==> config.mk <==
export PLATFORM = sky130hd
export DESIGN_NAME = event_encoder_8to3
export DESIGN_NICKNAME = d
export VERILOG_FILES = /design/src/rtl/event_encoder_8to3.sv
export SDC_FILE = /design/constraint.sdc
export NUM_CORES = 1
export LEC_CHECK = 0
export CORE_MARGIN = 4
export CORE_UTILIZATION = 46
export DETAILED_ROUTE_END_ITERATION = 6
export PLACE_DENSITY_LB_ADDON = 0.2
export SKIP_CTS_REPAIR_TIMING = 1
export SLEW_MARGIN = 15
export SYNTH_ARGS = -nofsm -noshare
export SYNTH_HDL_FRONTEND = slang
export SYNTH_SLANG_ARGS = --single-unit
==> constraint.sdc <==
create_clock -name clk -period 2.6 [get_ports clk]
set_input_delay 0.39 -clock clk [delete_from_list [all_inputs] [get_ports clk]]
set_output_delay 0.39 -clock clk [all_outputs]
set_load 0.05 [all_outputs]
==> src/rtl/event_encoder_8to3.sv <==
// event_encoder_8to3
// Sequential 8-to-3 priority encoder. Events on D are merged into a pending
// register, and the highest-priority pending index is offered on A with a
// valid/ready handshake. Each accepted code retires its pending bit, and the
// encoder idles for one bubble cycle before offering the next code.
// HIGH_FIRST selects whether D[7] (1) or D[0] (0) has the highest priority.

module event_encoder_8to3 #(
  parameter bit HIGH_FIRST = 1'b1
) (
  input  logic       clk,
  input  logic       rst_n,
  input  logic       en,
  input  logic [7:0] D,
  input  logic       ready,
  output logic [2:0] A,
  output logic       valid,
  output logic [7:0] pending,
  output logic       overflow
);

  typedef enum logic {
    IDLE = 1'b0,
    HOLD = 1'b1
  } state_t;

  state_t     state;
  logic       accept;
  logic [7:0] set_mask;
  logic [7:0] clr_mask;
  logic [7:0] dup_mask;
  logic [2:0] prio_idx;
  logic       any_pending;

  // New requests, retirement of the accepted code, and duplicate detection.
  // A duplicate is a new request on a bit that stays pending after this cycle.
  always_comb begin
    accept      = valid & ready;
    set_mask    = D & {8{en}};
    clr_mask    = accept ? (8'd1 << A) : 8'd0;
    dup_mask    = set_mask & pending & ~clr_mask;
    any_pending = |pending;
  end

  // Priority index taken from the registered pending value. The last match
  // in the loop wins, so the scan direction sets the priority order.
  always_comb begin
    prio_idx = 3'd0;
    if (HIGH_FIRST) begin
      for (int i = 0; i < 8; i++) begin
        if (pending[i]) prio_idx = 3'(i);
      end
    end else begin
      for (int i = 7; i >= 0; i--) begin
        if (pending[i]) prio_idx = 3'(i);
      end
    end
  end

  // Pending register and duplicate-request pulse. A set overrides a clear on
  // the same bit, so a code re-requested as it is accepted stays pending.
  always_ff @(posedge clk or negedge rst_n) begin
    if (!rst_n) begin
      pending  <= 8'h00;
      overflow <= 1'b0;
    end else begin
      pending  <= (pending & ~clr_mask) | set_mask;
      overflow <= |dup_mask;
    end
  end

  // Handshake FSM. A is latched on entry to HOLD and stays frozen until the
  // consumer accepts it, even if a higher-priority request arrives meanwhile.
  always_ff @(posedge clk or negedge rst_n) begin
    if (!rst_n) begin
      state <= IDLE;
      A     <= 3'd0;
      valid <= 1'b0;
    end else begin
      case (state)
        IDLE: begin
          if (any_pending) begin
            A     <= prio_idx;
            valid <= 1'b1;
            state <= HOLD;
          end
        end
        HOLD: begin
          if (ready) begin
            valid <= 1'b0;
            state <= IDLE;
          end
        end
        default: begin
          valid <= 1'b0;
          state <= IDLE;
        end
      endcase
    end
  end

endmodule

==> results of run 1 <==
-- power breakdown --
part	switching (mW)	total (mW)	internal, mW
registers	0.0888	0.365	0.277
clock network	0.0713	0.156	0.0852
logic	0.288	0.464	0.176
total	0.448	0.986	0.537
-- worst max path at each step --
stage | slack, ns | depth (start not counted) | from | to
3_3_place_gp | 0.61 | 5 | ready | overflow
5_1_grt | 0.52 | 1 | A[0] | A[0]
6_report | 0.57 | 1 | A[0] | A[0]
2_1_floorplan | 1.01 | 4 | valid | overflow
4_1_cts | 0.56 | 1 | A[0] | A[0]
3_5_place_dp | 0.47 | 5 | ready | overflow
-- state kept, by name (all words and copies together), names as in the netlist --
signal / count
A: 3
valid: 1
state: 1
overflow: 1
pending: 8
-- placed cells by master, fill, tap and decap left out, types with 3 or more instances in the layout --
cell type	count
nor2_1	4
nor4_1	3
a31oi_1	4
clkbuf_4	3
nand3_1	6
a21oi_1	7
nand2_1	9
clkdlybuf4s50_1	24
dfrtp_1	14
inv_1	4
a22o_1	8
-- kinds of logic after synthesis --
group,Yosys count,share of synthesized area
AO/OA/AOI/OAI,24,0.230
buffers and inverters,8,0.0544
AND/OR/NAND/NOR,30,0.225
flip-flops,14,0.491
-- per-stage QoR --
stage	setup WS, ns	hold slack (ns)
floorplan	1.01	0.0944
global placement	0.609	0.499
detailed placement	0.472	0.513
CTS	0.562	0.518
global route	0.523	0.529
finish	0.571	0.493
-- metal layers --
layer  up-vias  global-route usage  part of all wire
li1        328                   -                 -
met1       313               0.243              0.43
met4         0              0.0829             0.012
met3         4              0.0498             0.074
met2        28               0.299              0.48
met5         -                   0                 0
-- layout make-up --
cell class / count / area, um^2 / area share
Sequential cell: 14 / 350 / 0.356
Tap cell: 15 / 18.8 / 0.0191
Multi-Input combinational cell: 54 / 324 / 0.329
Clock buffer: 4 / 36.3 / 0.0368
Timing Repair Buffer: 24 / 240 / 0.244
Inverter: 4 / 15.0 / 0.0152
==> flow_summary.toml, run 1 <==
[run_status]
status = "complete, no violations"

[pwr]
vdd_drop_max_uv = 556
power_density_nw_per_um2 = 1000
p_total_mw = 0.986
p_leak_nw = 0.423

[timing]
relSlewSlack = 0.575
finalCriticalPeriod_ns = 2.03
finClkSkew_ns = 0.00838
setup_violations = 0
setup_tns_ns = 0
maxSlewViolCount = 0
finalHoldViolCount = 0
post-route-period-util = 0.780
fmax_ghz = 0.493
rsz0062_at_grt = "no"
worstMarginPinSlew_ns = 0.636

[synth]
synth_most_common_cell = "dfrtp_1"
syn_inst = 76
yosysTopAreaCell = "dfrtp_1"
ys_seq_elements = 14
synth.distinct_cells = 22
synthTopCellsByArea = "dfrtp_1, a22o_1, a21oi_1"
synthArstFlopShare = 1.00
yosysSeqAreaShare = 0.491
ys.flop_type = "dfrtp_1"
synthesis.area_um2 = 713
synth_edf_count = 0
synth_warnings = 0
synth.top_cell.area_share = 0.491
syn_nets = 88
avgSynthCellArea_um2 = 9.38
synth.top_cells.by_count = "dfrtp_1, nand2_1, a22o_1"

[placement]
placed_area_um2 = 948
portBuffers = 24
place_hpwl_mm = 1.36
routabilityCongestion = 0.866
placed_cells = 111

[setup_path]
critPathKind = "reg -> out"
critPathSlowestCell = "clkdlybuf4s50_1"
cp.arrival_ns = 1.64
rr_startpoint = "A[0]"
path_buf_inv = 1
crit_chain = "clkdlybuf4s50_1"
reg2reg_slack_ns = 1.05
cpPeakStageDelay_ns = 0.86
crit_path_end_kind = "primary output"
critPathLaunchType = "register"
reg2reg_depth = 4
cp_max_fo = 9
crit_family = "buffers and inverters"
worstPathRequired_ns = 2.21
r2r-end = "overflow"

[global_route]
grt_pass1_vias = 624
gr-total-overflow = 0
antenna_found_initial = 0
grt_pass1_wl_mm = 2.89
grt_max_degree = 15
track_usage = 0.190

[layout]
diodes = 0
nNetsFinal = 113
drive_gt1_frac = 0.0800
post-route-util = 0.712
area_growth_pct = 38.1
fill_cells = 119
fin_cells = 115
stdcell_area_um2 = 985

[detailed_routing]
wl_mm = 1.74
wl_per_cell_um = 15.1
vias = 673
drc = 0
first_iter_violations = 12
firstDrtPassIters = 4
routed_via_density = 5.85
antenna_left = 0

[flow_run]
maxCapViolations = 0

[floorplan]
core_um2 = 1380
rows = 13
die_y_um = 47.4
dieWidth_um = 47.4
initial_utilization = 0.516
dieArea_um2 = 2240
ios = 25

[clock_network]
cts_max_path_buffers = 2
numCtsBuffers = 3
clock_latency_ns = 0.28
cts_root_buffer = "clkbuf_4"
clk_pin_slew_ns = 0.09
tritoncts = "built"
htreeDepth = 1
numClockSinks = 14

[worst_hold_path]
hold_path_class = "in -> async"
Power figures use the tool's default switching activity.
==> run 2, diff against run 1 <==
--- a/config.mk
+++ b/config.mk
@@ -6,7 +6,7 @@
 export NUM_CORES = 1
 export LEC_CHECK = 0
 export CORE_MARGIN = 4
-export CORE_UTILIZATION = 46
+export CORE_UTILIZATION = 39
 export DETAILED_ROUTE_END_ITERATION = 6
 export PLACE_DENSITY_LB_ADDON = 0.2
 export SKIP_CTS_REPAIR_TIMING = 1
==> constraint.sdc (replaced) <==
create_clock -name clk -period 1.75 [get_ports clk]
set_input_delay 0.2625 -clock clk [delete_from_list [all_inputs] [get_ports clk]]
set_output_delay 0.2625 -clock clk [all_outputs]
set_load 0.05 [all_outputs]
==> flow_summary.toml, run 2 (synthesis results as in run 1) <==
[setup_path]
critPathSlowestCell = "clkdlybuf4s50_1"
cp_max_fo = 1
worstPathRequired_ns = 1.49
critPathKind = "reg -> out"
crit_chain = "clkdlybuf4s50_1"
crit_path_end_kind = "primary output"
cpPeakStageDelay_ns = 0.79
path_buf_inv = 1
crit_family = "buffers and inverters"
cp.arrival_ns = 1.40
critPathLaunchType = "register"

[placement]
routabilityCongestion = 0.831
place_hpwl_mm = 1.41
placed_area_um2 = 961
pre_cts_ws_ns = 0.115
portBuffers = 24

[detailed_routing]
routed_via_density = 5.35
firstDrtPassIters = 4
wl_per_cell_um = 13.9
vias = 690
first_iter_violations = 16
wl_mm = 1.80
antenna_left = 0
drc = 0

[timing]
finalHoldViolCount = 0
finalCriticalPeriod_ns = 1.66
post-route-period-util = 0.949
setup_ws_ns = 0.0898
setup_tns_ns = 0
worstMarginPinSlew_ns = 0.490
fmax_ghz = 0.602
finClkSkew_ns = 0.00248
rsz0062_at_grt = "no"
setup_violations = 0
maxSlewViolCount = 0
relSlewSlack = 0.672

[pwr]
vdd_drop_max_uv = 1180
p_seq_frac = 0.362
power_density_nw_per_um2 = 1470
power.net_switching_mw = 0.679
p_leak_nw = 0.443
combPwrFrac = 0.478
swShare = 0.462
p_int_mw = 0.789
pwr-share-clk = 0.160

[global_route]
grt_pass1_wl_mm = 3.04
grt_pass1_vias = 665
gr-total-overflow = 0
grt_max_degree = 15
antenna_found_initial = 0
track_usage = 0.155

[clock_network]
numCtsBuffers = 3
cts_max_path_buffers = 2
tritoncts = "built"
htreeDepth = 1
cts_root_buffer = "clkbuf_4"
clock_latency_ns = 0.27
clk_pin_slew_ns = 0.09
numClockSinks = 14

[floorplan]
core_um2 = 1730
dieArea_um2 = 2580
initial_utilization = 0.413
rows = 15
die_y_um = 50.8
ios = 25
dieWidth_um = 50.8

[layout]
top_regs = "pending (8), A (3)"
area_growth_pct = 39.8
final_common_cell = "buf_4"
final_cell_mix = "buf_4, dfrtp_1, clkdlybuf4s50_1, nand2_1, a22o_1"
drive_gt1_frac = 0.231
largest_reg_flops = 8
stdcell_area_um2 = 997
diodes = 0
nNetsFinal = 117
fill_cells = 162
top_register = "pending"

[run_status]
status = "complete, no violations"

[worst_hold_path]
hold_path_class = "in -> async"

[flow_run]
maxCapViolations = 0
-- run 2: cell count changes in the layout (fill, tap and decap cells not counted), sizes merged --
| cell | before | now |
|---|---|---|
| clkdlybuf4s50 | 24 | 12 |
| buf | 0 | 16 |
-- run 2: final cells by class --
class | count | area (um^2) | share of cell area
Clock buffer | 4 | 36.3 | 0.0364
Inverter | 4 | 15.0 | 0.0151
Multi-Input combinational cell | 54 | 324 | 0.325
Sequential cell | 14 | 350 | 0.351
Tap cell | 25 | 31.3 | 0.0314
Timing Repair Buffer | 28 | 240 | 0.241
-- run 2: worst paths after layout --
path	slack, ns	cells after the start	endpoint	start
min in group clk	0.53	1	valid	state
max reg2reg	0.28	4	A[1]	pending[7]
min reg2reg	0.53	1	valid	state
min	0.28	2	pending[2]	rst_n
max in group asynchronous	1.30	2	overflow	rst_n
max	0.09	1	overflow	overflow
-- run 2: through the flow --
step                      hold slack (ns)  utilization  std cells  power [mW]
after floorplan                   -0.0331            -         76        1.00
after global placement              0.504        0.557        125        1.22
after detailed placement            0.526        0.557        125        1.24
after CTS                           0.284        0.578        129        1.47
after global routing                0.288        0.578        129        1.55
final                               0.283        0.578        129        1.47
-- run 2: power by group through the flow --
stage	sequential, mW	combinational [mW]	clock, mW
after floorplan	0.776	0.225	0
after global placement	0.530	0.694	0
after detailed placement	0.535	0.704	0
after CTS	0.529	0.706	0.237
after global routing	0.551	0.743	0.259
final	0.531	0.702	0.235
-- run 2: routing by layer --
metal  vias to the layer above  part of all wire  GRT usage  wire length, um
met4                         0            0.0050     0.0493                9
met3                         2             0.073     0.0386              132
met5                         -                 0          0                0
met1                       319              0.46      0.214              819
li1                        339                 -          -                -
met2                        30              0.47      0.237              836
